`config.mk`:
```
export PLATFORM = sky130hd
export DESIGN_NAME = inst_fetch_queue
export DESIGN_NICKNAME = d
export VERILOG_FILES = /design/src/rtl/inst_fetch_queue_pkg.sv /design/src/rtl/inst_fetch_queue_sync_fifo.sv /design/src/rtl/inst_fetch_queue.sv
export SDC_FILE = /design/constraint.sdc
export NUM_CORES = 1
export LEC_CHECK = 0
export ABC_AREA = 1
export CAP_MARGIN = 20
export CORE_MARGIN = 4
export CORE_UTILIZATION = 30
export CTS_CLUSTER_DIAMETER = 60
export CTS_CLUSTER_SIZE = 14
export DETAILED_ROUTE_END_ITERATION = 8
export PLACE_DENSITY_LB_ADDON = 0.05
export SLEW_MARGIN = 20
export SYNTH_ARGS = -nofsm -noshare
export SYNTH_HDL_FRONTEND = slang
export SYNTH_SLANG_ARGS = --single-unit
```
`constraint.sdc`:
```
create_clock -name clk -period 3.9 [get_ports clk]
set_input_delay 0.585 -clock clk [delete_from_list [all_inputs] [get_ports clk]]
set_output_delay 0.585 -clock clk [all_outputs]
set_load 0.02 [all_outputs]
```
`src/rtl/inst_fetch_queue_pkg.sv`:
```
// rtl/inst_fetch_queue_pkg.sv - shared state encoding and counter sizing for the fetch queue
package inst_fetch_queue_pkg;

    typedef enum logic [1:0] {
        FETCH = 2'd0,
        DRAIN = 2'd1,
        DONE  = 2'd2
    } ifq_state_e;

    // Bits needed to hold every value 0..max_val inclusive.
    function automatic int cnt_width(input int max_val);
        return (max_val < 1) ? 1 : $clog2(max_val + 1);
    endfunction

endpackage

```
`src/rtl/inst_fetch_queue_sync_fifo.sv`:
```
// rtl/inst_fetch_queue_sync_fifo.sv - synchronous FIFO with flush, used as the instruction queue
import inst_fetch_queue_pkg::*;

module sync_fifo #(
    parameter int WIDTH = 33,
    parameter int DEPTH = 4,
    parameter int CNT_W = cnt_width(DEPTH)
) (
    input  logic             clk,
    input  logic             rst_n,
    input  logic             flush,
    input  logic             push,
    input  logic [WIDTH-1:0] push_data,
    input  logic             pop,
    output logic [WIDTH-1:0] pop_data,
    output logic             empty,
    output logic [CNT_W-1:0] count
);

    localparam int PTR_W = (DEPTH > 1) ? $clog2(DEPTH) : 1;
    localparam logic [PTR_W-1:0] PTR_LAST = PTR_W'(DEPTH - 1);
    localparam logic [PTR_W-1:0] PTR_ONE  = PTR_W'(1);
    localparam logic [CNT_W-1:0] CNT_ONE  = CNT_W'(1);
    localparam logic [CNT_W-1:0] CNT_FULL = CNT_W'(DEPTH);

    logic [WIDTH-1:0] mem_q [DEPTH];
    logic [WIDTH-1:0] mem_d [DEPTH];
    logic [PTR_W-1:0] wr_ptr_q, wr_ptr_d;
    logic [PTR_W-1:0] rd_ptr_q, rd_ptr_d;
    logic [CNT_W-1:0] count_q, count_d;
    logic             full;
    logic             pop_fire;
    logic             push_fire;

    assign empty    = (count_q == '0);
    assign full     = (count_q == CNT_FULL);
    assign count    = count_q;
    assign pop_data = mem_q[rd_ptr_q];

    // A pop frees a slot in the same cycle, so a full queue can still accept a push.
    assign pop_fire  = pop && !empty;
    assign push_fire = push && (!full || pop_fire);

    // Pointer, occupancy and storage updates; flush discards everything.
    always_comb begin
        wr_ptr_d = wr_ptr_q;
        rd_ptr_d = rd_ptr_q;
        count_d  = count_q;
        mem_d    = mem_q;
        if (flush) begin
            wr_ptr_d = '0;
            rd_ptr_d = '0;
            count_d  = '0;
        end else begin
            if (push_fire) begin
                mem_d[wr_ptr_q] = push_data;
                wr_ptr_d = (wr_ptr_q == PTR_LAST) ? '0 : wr_ptr_q + PTR_ONE;
            end
            if (pop_fire) begin
                rd_ptr_d = (rd_ptr_q == PTR_LAST) ? '0 : rd_ptr_q + PTR_ONE;
            end
            case ({push_fire, pop_fire})
                2'b10:   count_d = count_q + CNT_ONE;
                2'b01:   count_d = count_q - CNT_ONE;
                default: count_d = count_q;
            endcase
        end
    end

    // Control state, cleared by reset.
    always_ff @(posedge clk or negedge rst_n) begin
        if (!rst_n) begin
            wr_ptr_q <= '0;
            rd_ptr_q <= '0;
            count_q  <= '0;
        end else begin
            wr_ptr_q <= wr_ptr_d;
            rd_ptr_q <= rd_ptr_d;
            count_q  <= count_d;
        end
    end

    // Payload storage needs no reset; only entries below count are ever observed.
    always_ff @(posedge clk) begin
        mem_q <= mem_d;
    end

endmodule

```
`src/rtl/inst_fetch_queue.sv`:
```
// rtl/inst_fetch_queue.sv - credit-limited instruction fetch engine with redirect and drain
import inst_fetch_queue_pkg::*;

module inst_fetch_queue #(
    parameter int PC_BIT          = 8,
    parameter int INST_ID_BIT     = 8,
    parameter int INST_W          = 32,
    parameter int QUEUE_DEPTH     = 4,
    parameter int MAX_OUTSTANDING = 4,
    parameter int PC_STEP         = 1,
    parameter int NUM_FU          = 8
) (
    input  logic                   clk,
    input  logic                   rst_n,
    output logic                   fetch_vld,
    input  logic                   fetch_rdy,
    output logic [INST_ID_BIT-1:0] fetch_id,
    output logic [PC_BIT-1:0]      fetch_pc,
    input  logic                   resp_vld,
    output logic                   resp_rdy,
    input  logic                   resp_last,
    input  logic [INST_W-1:0]      resp_data,
    output logic                   inst_vld,
    input  logic                   inst_rdy,
    output logic                   inst_last,
    output logic [INST_W-1:0]      inst_data,
    input  logic                   redirect_vld,
    input  logic [PC_BIT-1:0]      redirect_pc,
    input  logic [NUM_FU-1:0]      fu_idle,
    output logic                   exec_finish
);

    localparam int CNT_W  = cnt_width(MAX_OUTSTANDING);
    localparam int QCNT_W = cnt_width(QUEUE_DEPTH);
    localparam logic [CNT_W-1:0]       CNT_ONE = CNT_W'(1);
    localparam logic [INST_ID_BIT-1:0] ID_ONE  = INST_ID_BIT'(1);
    localparam logic [PC_BIT-1:0]      PC_INC  = PC_BIT'(PC_STEP);

    ifq_state_e             state_q, state_d;
    logic [INST_ID_BIT-1:0] fetch_id_q, fetch_id_d;
    logic [PC_BIT-1:0]      fetch_pc_q, fetch_pc_d;
    logic [CNT_W-1:0]       outstanding_q, outstanding_d;
    logic [CNT_W-1:0]       drop_q, drop_d;

    logic [QCNT_W-1:0]      q_count;
    logic                   q_empty;
    logic [INST_W:0]        q_head;
    logic                   redirect_act;
    logic                   fetch_fire;
    logic                   resp_keep;
    logic                   inst_fire;
    logic                   credit_ok;
    logic [31:0]            inflight_sum;
    logic [31:0]            reserved_sum;
    logic [CNT_W-1:0]       fetch_inc;
    logic [CNT_W-1:0]       resp_dec;

    // Redirect is meaningless once the program has finished.
    assign redirect_act = redirect_vld && (state_q != DONE);

    // Credits: in-flight (kept + doomed) requests are capped, and every kept request
    // already owns a queue slot, so the queue can never overflow.
    assign inflight_sum = 32'(outstanding_q) + 32'(drop_q);
    assign reserved_sum = 32'(outstanding_q) + 32'(q_count);
    assign credit_ok    = (inflight_sum < 32'(MAX_OUTSTANDING)) && (reserved_sum < 32'(QUEUE_DEPTH));

    assign fetch_vld  = (state_q == FETCH) && !redirect_vld && credit_ok;
    assign fetch_fire = fetch_vld && fetch_rdy;
    assign fetch_id   = fetch_id_q;
    assign fetch_pc   = fetch_pc_q;
    assign resp_rdy   = 1'b1;

    assign resp_keep  = resp_vld && !redirect_act && (drop_q == '0);
    assign inst_vld   = !q_empty;
    assign inst_last  = q_head[INST_W];
    assign inst_data  = q_head[INST_W-1:0];
    assign inst_fire  = inst_vld && inst_rdy;

    assign exec_finish = (state_q == DONE) && (&fu_idle);

    assign fetch_inc = fetch_fire ? CNT_ONE : '0;
    assign resp_dec  = resp_vld ? CNT_ONE : '0;

    sync_fifo #(
        .WIDTH (INST_W + 1),
        .DEPTH (QUEUE_DEPTH),
        .CNT_W (QCNT_W)
    ) u_queue (
        .clk       (clk),
        .rst_n     (rst_n),
        .flush     (redirect_act),
        .push      (resp_keep),
        .push_data ({resp_last, resp_data}),
        .pop       (inst_rdy),
        .pop_data  (q_head),
        .empty     (q_empty),
        .count     (q_count)
    );

    // Next-state, fetch address/id and response bookkeeping.
    always_comb begin
        state_d       = state_q;
        fetch_id_d    = fetch_id_q;
        fetch_pc_d    = fetch_pc_q;
        outstanding_d = outstanding_q + fetch_inc;
        drop_d        = drop_q;

        if (fetch_fire) begin
            fetch_id_d = fetch_id_q + ID_ONE;
            fetch_pc_d = fetch_pc_q + PC_INC;
        end

        if (redirect_act) begin
            // Every kept request becomes stale; a response arriving now is itself discarded.
            fetch_pc_d    = redirect_pc;
            drop_d        = drop_q + outstanding_q - resp_dec;
            outstanding_d = '0;
            state_d       = FETCH;
        end else begin
            if (resp_vld) begin
                if (drop_q != '0) begin
                    drop_d = drop_q - CNT_ONE;
                end else if (resp_last) begin
                    // Requests past the final instruction (including one issued this cycle) are unwanted.
                    drop_d        = drop_q + outstanding_q + fetch_inc - CNT_ONE;
                    outstanding_d = '0;
                    if (state_q == FETCH) begin
                        state_d = DRAIN;
                    end
                end else begin
                    outstanding_d = outstanding_q + fetch_inc - CNT_ONE;
                end
            end
            if ((state_q == DRAIN) && inst_fire && inst_last) begin
                state_d = DONE;
            end
        end
    end

    // Architectural state registers.
    always_ff @(posedge clk or negedge rst_n) begin
        if (!rst_n) begin
            state_q       <= FETCH;
            fetch_id_q    <= '0;
            fetch_pc_q    <= '0;
            outstanding_q <= '0;
            drop_q        <= '0;
        end else begin
            state_q       <= state_d;
            fetch_id_q    <= fetch_id_d;
            fetch_pc_q    <= fetch_pc_d;
            outstanding_q <= outstanding_d;
            drop_q        <= drop_d;
        end
    end

endmodule

```
* After elaboration in Yosys (flattened, before gate mapping)
Index checks and enable logic that the tools add are counted.
Widths: inputs -> output; s select.
** Word-level totals
- Bits in registers :: 163
- Bits in latches :: 0
- Memory bits (writable) :: 0
- ROM bits :: 0
- Input bits :: 55
- Output and inout bits :: 53
- Word-level logic and storage cells :: 111
- Memories kept :: 0
** Operators by class
- Add/sub/neg operators :: 15
- Multiply operators :: 0
- Div/mod/pow operators :: 0
- Magnitude comparators :: 5
- Equality and inequality tests :: 9
- Shift operators :: 0
- Multiplexer cells :: 32
- Bitwise logic cells :: 3
- Reduce and logical (&&, ||, !) cells :: 35
** Operator list (number)
- $bwmux 132 :: 1
- $mux 33 :: 3
- $bmux 33 s2 :: 1
- $demux 33 s2 :: 1
- $mux 3 :: 9
- $mux 2 :: 12
- $reduce_bool 3->1 :: 6
- $add 8x1->8 const B :: 2
- $mux 8 :: 2
- $logic_and 1x1->1 :: 13
- $sub 3x1->3 const B :: 4
- $add 3x3->4 :: 2
- $eq 2x2->1 const B :: 4
- $lt 4x3->1 const B :: 2
- $reduce_and 8->1 :: 1
- $reduce_bool 2->1 :: 4
- $add 3x1->3 :: 2
- $ge 3x3->1 const B :: 2
- $logic_not 3->1 :: 2
- $not 2->3 :: 2
- $pmux 3 s2 :: 1
- $add 2x1->2 const B :: 2
- $eq 2x1->1 const B :: 2
- $logic_not 1->1 :: 4
- other kinds (13) :: 15

* Depth between registers and ports, before layout
Gate-level depths: netlist of the first run.
- Depth after elaboration :: 12
- Depth in mapped cells :: 17
- Mapped depth without buffers :: 16

* Hierarchy
From an unflattened synthesis of the first run, not the netlist that was laid out.
** Second synthesis, totals
- Cells, all modules :: 634
- Area total of the unflattened synthesis :: 7181.9 um^2
** Modules (own cells, without submodules)
- sync_fifo :: instances 1, cells an instance 386, area each 5407.7 um^2, seq. area each 4139.0 um^2
- inst_fetch_queue :: instances 1, cells an instance 248, area each 1774.2 um^2, seq. area each 600.6 um^2

* Worst setup path before layout of the first run
Ideal clock, no wire load.
- Path kind :: register to register
- Start point :: register drop_q[1]
- End point :: register u_queue.mem_q[0] (netlist bit) (enable)
- Setup time :: 423 ps
- Arrival :: 2407 ps
- Required time :: 3477 ps
- Slack :: 1070 ps
- Cell stages (with the launch flop) :: 7
- Path buffers :: 0
- Clock period less this slack :: 2830 ps
- Cell sequence :: dfrtp_1 > inv_1 > ha_1 > nand2_2 > nor2_4 > nand3_4 > nor2_1
** On the way
- Word-level cells in the longest chain between the ends :: 4
** Ends and longest elaborated chain
- start, declared :: line inst_fetch_queue.sv:43 : logic [CNT_W-1:0] drop_q, drop_d;
- start signal, assigned :: line inst_fetch_queue.sv:153 : drop_q <= drop_d;
- $logic_not 3->1 :: line inst_fetch_queue.sv:73 : assign resp_keep = resp_vld && !redirect_act && (drop_q == '0);
- $logic_and 1x1->1 :: line inst_fetch_queue.sv:73
- $logic_and 1x1->1 :: line inst_fetch_queue_sync_fifo.sv:42 : assign push_fire = push && (!full || pop_fire);
- $reduce_and 2->1 (no line)
- end signal, assigned :: line inst_fetch_queue_sync_fifo.sv:85 : mem_q <= mem_d;
- end, declared :: line inst_fetch_queue_sync_fifo.sv:26 : logic [WIDTH-1:0] mem_q [DEPTH];
No other way between the ends.
A chain may end at the register's enable or synchronous reset.

* Final worst setup path of the first run
- Start point :: register u_queue.rd_ptr_q[0]
- End point :: output inst_data[4]
** On the way
- Word-level cells in the longest chain between the ends :: 4
** Ends and longest elaborated chain
- start, declared :: line inst_fetch_queue_sync_fifo.sv:29 : logic [PTR_W-1:0] rd_ptr_q, rd_ptr_d;
- start signal, assigned :: line inst_fetch_queue_sync_fifo.sv:78 : rd_ptr_q <= rd_ptr_d;
- $not 2->3 (implied by the code) :: line inst_fetch_queue_sync_fifo.sv:38 : assign pop_data = mem_q[rd_ptr_q];
- $bmux 33 s2 :: line inst_fetch_queue_sync_fifo.sv:38
- $mux 33 (implied by the code) (2 in series) :: line inst_fetch_queue_sync_fifo.sv:38
- end, declared :: line inst_fetch_queue.sv:26 : output logic [INST_W-1:0] inst_data,
No other way between the ends. The select of a mux whose other input is x is not followed.

==> results.sh, run 1 <==
export IMPL_fp_dieW_um=162
export IMPL_r2r_start="outstanding_q[0]"
export IMPL_clock_latency_ns=0.43
export IMPL_drv_slew=0
export IMPL_synth_cells=626
export IMPL_crit_fanout=29
export IMPL_cts_max_level=4
export IMPL_io_buffers=106
export IMPL_r2r_end="outstanding_q[1]"
export IMPL_ys_types=37
export IMPL_synth_mux_area_share_pct=0
export IMPL_chipHeight_um=162
export IMPL_grt_antenna_before_repair=0
export IMPL_die_area_sq_um=26200
export IMPL_clock_sinks=163
export IMPL_ios=108
export IMPL_power_leakage_nw=3.48
export IMPL_finClkSkew_ns=0.0154
export IMPL_crit_type="reg -> out"
export IMPL_gr_total_overflow=0
export IMPL_first_pass_iters=5
export IMPL_vias_per_cell=4.62
export IMPL_cts_setup_buffers=0
export IMPL_layout_commonest_cell="edfxtp_1"
export IMPL_fin_crit_sh_pct=86.8
export IMPL_numCtsBuffers=17
export IMPL_ir_worst_vdd_v=0.000210
export IMPL_yosys_area_share_simple_pct=13.9
export IMPL_grt_max_degree=42
export IMPL_rsz0062_at_grt="no"
export IMPL_p_int_mw=3.82
export IMPL_min_path_type="reg -> reg"
export IMPL_synth_compound_area_share_pct=9.50
export IMPL_setup_viol=0
export IMPL_post_cts_resized=0
export IMPL_finalWirelength_um=17400
export IMPL_startpoint_type="register"
export IMPL_max_slew_margin_rel_pct=58.9
export IMPL_r2r_slack_ns=1.01
export IMPL_worst_pin_slew_ns=0.616
export IMPL_grtUsageTotal_pct=13.6
export IMPL_totalNegativeSetupSlack_ns=0
export IMPL_status="finished clean"
export IMPL_p_seq_share_pct=35.5
export IMPL_syn_avg_cell_area_sq_um=11.4
export IMPL_globalplace_congestion=0.789
export IMPL_hpwl_um=11500
export IMPL_syn_area_sq_um=7120
export IMPL_cts_tree="yes"
export IMPL_critPathCaptureType="output port"
export IMPL_fillers=2277
export IMPL_synth_xor_area_share_pct=1.35
export IMPL_ys_warn_count=0
export IMPL_p_clk_share_pct=26.7
export IMPL_ctsHoldBuffers=0
export IMPL_synth_fa_ha_area_share_pct=4.26
export IMPL_hold_depth=2
export IMPL_p_switching_mw=2.27
export IMPL_nNetsFinal=817
export IMPL_wl_per_cell_um=16.3
export IMPL_holdPathEnd="fetch_id[7]"
export IMPL_fin_crit_ns=3.38
export IMPL_synth_top_family_by_area="simple AND/OR/NAND/NOR gates"
export IMPL_hold_start="fetch_id[7]"
export IMPL_ant_nets=0
export IMPL_fmax_mhz=295
export IMPL_drt_iter0_markers=318
export IMPL_p_per_area_nw_per_um2=664
export IMPL_root_buffer="clkbuf_16"
export IMPL_vias=4953
export IMPL_initial_utilization_pct=30.4
export IMPL_synth_nets=704
export IMPL_synth_seq_cells=163
export IMPL_swShare_pct=37.3
export IMPL_drc=0
export IMPL_grt_pass1_wl_um=27700
export IMPL_yosysSeqAreaShare_pct=66.6
export IMPL_synthToLayoutAreaGrowth_pct=29.0
export IMPL_core_region_area_sq_um=23400
export IMPL_power_frac_comb_pct=37.8
export IMPL_n_antenna_cell=0
export IMPL_clk_pin_slew_ns=0.07
export IMPL_cts_buffer_depth=2
export IMPL_final_cell_mix="132 x edfxtp_1, 106 x clkdlybuf4s50_1, 101 x nand2_1, 81 x nor2_1, 78 x o21ai_0"
export IMPL_arrival_ns=2.80
export IMPL_rows=56
export IMPL_r2r_cells=15
export IMPL_drv_cap=0
export IMPL_first_global_vias=4996
export IMPL_finalHoldViolCount=0
export IMPL_drive_above_1_share_pct=8.78
export IMPL_power_mw=6.10
export IMPL_critPathRequiredTime_ns=3.31
-- critical path, cell delays in order, from the launching register on --
cell	delay, ns
dfrtp_2	0.61
inv_2	0.47
buf_4	0.34
o21ai_0	0.11
o22ai_1	0.20
clkdlybuf4s50_1	0.66
-- cells by family (layout without fill, tap and decap cells) --
kind of cell / count (synthesis) / in the layout
other: 1 / 1
and+or+nand+nor: 233 / 233
buffers and inverters: 71 / 197
DFF: 163 / 163
adders and majority gates: 23 / 23
AOI/OAI and AO/OA: 124 / 124
xor gates and xnor gates: 11 / 11
-- per-layer routing --
| layer | GRT usage, % | vias to the layer above | wire, um |
|---|---|---|---|
| met2 | 22.3 | 124 | 8480 |
| met3 | 3.53 | 14 | 826 |
| met1 | 18.0 | 2400 | 7940 |
| li1 | - | 2415 | - |
| met4 | 3.84 | 0 | 189 |
| met5 | 0 | - | 0 |
-- layout make-up --
class	instances	area, sq um	share of cell area [%]
Sequential cell	163	4740	51.6
Multi-Input combinational cell	392	2100	22.8
Timing Repair Buffer	121	1200	13.1
Clock buffer	17	425	4.63
Tap cell	319	399	4.35
Inverter	44	166	1.81
Clock inverter	15	155	1.69
-- state kept, by name, summed over array words and instances, names as in the netlist --
signal	cells
u_queue.rd_ptr_q	2
u_queue.mem_q	132
outstanding_q	3
u_queue.count	3
fetch_pc	8
drop_q	3
state_q	2
fetch_id	8
u_queue.wr_ptr_q	2
-- power groups by stage --
stage	combinational [mW]	clock, mW	sequential (mW)
6_report	2.30	1.63	2.17
5_1_grt	2.59	1.76	2.19
4_1_cts	2.36	1.68	2.17
3_5_place_dp	2.35	0	2.21
3_3_place_gp	2.34	0	2.20
2_1_floorplan	1.41	0	2.14
-- per-stage QoR --
step | setup slack, ns | util, % | hold WS [ns] | cells | area, sq um
finish | 0.515 | 39.2 | 0.536 | 1071 | 9180
global route | 0.339 | 39.2 | 0.553 | 1071 | 9180
CTS | 0.492 | 39.2 | 0.540 | 1071 | 9180
detailed placement | 0.947 | 36.8 | 0.523 | 1039 | 8600
global placement | 0.978 | 36.8 | 0.511 | 1039 | 8600
floorplan | 1.07 | - | 0.289 | 626 | 7120
-- Yosys cell counts (all sizes together) --
library cell	n	area, sq um
fa	2	40.0
clkinv	1	5.00
o22ai	33	206
ha	21	263
nor2	86	330
dfrtp	31	776
edfxtp	132	3960
nand2	105	409
inv	43	161
o21ai	80	404
nor2b	1	6.26
buf	14	93.8
a31oi	2	12.5
xnor2	7	61.3
nand3	27	148
xor2	4	35.0
nor3	3	20.0
o211ai	2	15.0
a21oi	6	30.0
or2	2	12.5
o21bai	1	7.51
and2	1	6.26
nand4	7	43.8
nor4	1	12.5
clkbuf	13	48.8
conb	1	3.75
-- how the worst max path moves through the flow --
stage	startpoint	to	slack, ns	depth (start not counted)
after floorplan	drop_q[1]	u_queue.mem_q[0]	1.07	6
after global placement	u_queue.rd_ptr_q[0]	inst_data[17]	0.98	5
after detailed placement	u_queue.rd_ptr_q[0]	inst_data[17]	0.95	5
after CTS	u_queue.rd_ptr_q[0]	inst_data[17]	0.49	5
after global routing	u_queue.rd_ptr_q[0]	inst_data[4]	0.34	5
final	u_queue.rd_ptr_q[0]	inst_data[4]	0.52	5
Note: power is estimated with default switching activity, not from simulation.
==> inputs of run 2 (changes only) <==
- GPL_ROUTABILITY_DRIVEN: unset -> 0
==> results of run 2 <==
No change in the layout: final DEF, timing and power equal those of run 1.
==> inputs of run 3 (changes only) <==
- CORE_UTILIZATION: 30 -> 50
==> run 3 against run 2 <==
  * Combinational power hardly changed
  * Die area is 38% lower
  * Clock skew is 0.0086 ns lower
  * Non-clock buffer count is 3 lower
  * Critical path type unchanged
  * Critical endpoint is now fetch_vld
==> results.sh, run 3 (synthesized netlist as in run 1, its figures left out) <==
export IMPL_status="finished clean"
export IMPL_finClkSkew_ns=0.00682
export IMPL_root_buffer="clkbuf_16"
export IMPL_crit_type="reg -> out"
export IMPL_ant_nets=0
export IMPL_hpwl_um=9310
export IMPL_nNetsFinal=814
export IMPL_max_flop_register="u_queue.mem_q"
export IMPL_drv_cap=0
export IMPL_cts_max_level=4
export IMPL_largest_reg_flops=132
export IMPL_dp_cells=897
export IMPL_max_slew_margin_rel_pct=55.5
export IMPL_io_buffers=106
export IMPL_grt_pass1_wl_um=24100
export IMPL_layout_commonest_cell="edfxtp_1"
export IMPL_worst_pin_slew_ns=0.667
export IMPL_ios=108
export IMPL_ctsHoldBuffers=0
export IMPL_drt_iter0_markers=309
export IMPL_post_cts_resized=0
export IMPL_first_pass_iters=5
export IMPL_final_cell_mix="132 x edfxtp_1, 106 x clkdlybuf4s50_1, 101 x nand2_1, 81 x nor2_1, 78 x o21ai_0"
export IMPL_wl_per_cell_um=16.0
export IMPL_core_region_area_sq_um=13900
export IMPL_rsz0062_at_grt="no"
export IMPL_p_per_area_nw_per_um2=675
export IMPL_n_antenna_cell=0
export IMPL_grtUsageTotal_pct=19.0
export IMPL_stdcell_count=929
export IMPL_crit_family="adder cells"
export IMPL_totalNegativeSetupSlack_ns=0
export IMPL_clock_latency_ns=0.42
export IMPL_critPathCaptureType="output port"
export IMPL_cp_slowest_cell="clkdlybuf4s50_1"
export IMPL_fin_crit_sh_pct=81.3
export IMPL_synthToLayoutAreaGrowth_pct=25.7
export IMPL_first_global_vias=4894
export IMPL_worst_path_buf_inv=1
export IMPL_ir_worst_vdd_v=0.000301
export IMPL_setup_viol=0
export IMPL_fillers=1074
export IMPL_finalHoldViolCount=0
export IMPL_min_path_type="reg -> reg"
export IMPL_gr_total_overflow=0
export IMPL_seq_area_sq_um=4740
export IMPL_crit_path_cell_trace="ha_1 -> fa_1 -> nand2_1 -> nand2_1 -> nor3_2 -> and2_1 -> clkdlybuf4s50_1"
export IMPL_fp_dieW_um=127
export IMPL_slowest_delay_ns=0.60
export IMPL_arrival_ns=2.58
export IMPL_chipHeight_um=127
export IMPL_die_area_sq_um=16200
export IMPL_fmax_mhz=316
export IMPL_finalWirelength_um=14900
export IMPL_critPathRequiredTime_ns=3.31
export IMPL_initial_utilization_pct=51.1
export IMPL_crit_fanout=4
export IMPL_vias_per_cell=5.35
export IMPL_power_leakage_nw=3.45
export IMPL_fin_crit_ns=3.17
export IMPL_clock_sinks=163
export IMPL_cts_buffer_depth=2
export IMPL_grt_max_degree=69
export IMPL_cpMostUsedCell="nand2_1"
export IMPL_drive_above_1_share_pct=8.01
export IMPL_rows=43
export IMPL_drv_slew=0
export IMPL_grt_antenna_before_repair=0
export IMPL_numCtsBuffers=17
export IMPL_clk_pin_slew_ns=0.06
export IMPL_cts_setup_buffers=0
export IMPL_vias=4969
export IMPL_cts_tree="yes"
export IMPL_drc=0
export IMPL_startpoint_type="register"
export IMPL_multi_input_area_sq_um=2100
[run 3: cell types whose count changed in the layout (fill, tap and decap cells not counted)]
| cell | delta |
|---|---|
| buf_12 | -2 |
| clkinv_1 | +1 |
| buf_4 | -1 |
| inv_6 | -3 |
| clkinv_4 | +1 |
| clkinv_2 | +4 |
| clkinv_8 | -2 |
| inv_8 | -5 |
| clkbuf_1 | +2 |
| bufinv_16 | +2 |
[run 3: worst paths after layout]
check / slack [ns] / depth (start not counted) / to / start
setup / recovery: 0.73 / 7 / fetch_vld / outstanding_q[0]
max in group asynchronous: 3.01 / 2 / u_queue.rd_ptr_q[0] / rst_n
hold / removal: 0.52 / 2 / drop_q[0] / drop_q[0]
hold reg to reg: 0.52 / 2 / drop_q[0] / drop_q[0]
min in group asynchronous: 0.58 / 2 / fetch_id[6] / rst_n
setup reg to reg: 0.98 / 15 / outstanding_q[1] / outstanding_q[0]
[run 3: where the power goes]
group	leakage, nW	internal [mW]	switching, mW	total (mW)
clock	0.271	0.939	0.651	1.59
sequential	1.58	2.03	0.0907	2.12
combinational	1.59	0.929	1.39	2.32
[run 3: cell type report]
type | count | share of cell area, %
Clock inverter | 13 | 1.48
Multi-Input combinational cell | 392 | 23.4
Timing Repair Buffer | 118 | 12.9
Tap cell | 180 | 2.52
Inverter | 44 | 1.86
Sequential cell | 163 | 53.0
Clock buffer | 19 | 4.84
[run 3: worst reg2reg max path, cell delays in order (launching register included)]
cell      delay [ns]
dfrtp_1         0.41
ha_1            0.24
fa_1            0.39
inv_1           0.07
nand2_1         0.06
nand2_1         0.14
nor3_2          0.06
nand3_1         0.14
clkinv_2        0.15
ha_1            0.22
ha_1            0.27
inv_1           0.05
ha_1            0.28
o21ai_0         0.17
nand2_1         0.07
a21oi_1         0.13
[run 3: metrics by stage]
step           worst slack [ns]  hold slack (ns)  area [sq um]  total power, mW  util [%]
2_1_floorplan              1.07            0.289          7120             3.55         -
3_3_place_gp               1.15            0.503          8380             4.45      60.1
3_5_place_dp               1.02            0.516          8380             4.49      60.1
4_1_cts                   0.721            0.531          8950             6.09      64.2
5_1_grt                   0.592            0.569          8950             6.42      64.2
6_report                  0.731            0.521          8950             6.04      64.2
[run 3: metal layers]
layer | up-vias | part of all wire (%) | global-route usage (%)
li1 | 2410 | - | -
met1 | 2401 | 44 | 25.7
met2 | 142 | 49 | 30.8
met3 | 16 | 5.5 | 4.06
met4 | 0 | 1.2 | 6.25
met5 | - | 0 | 0
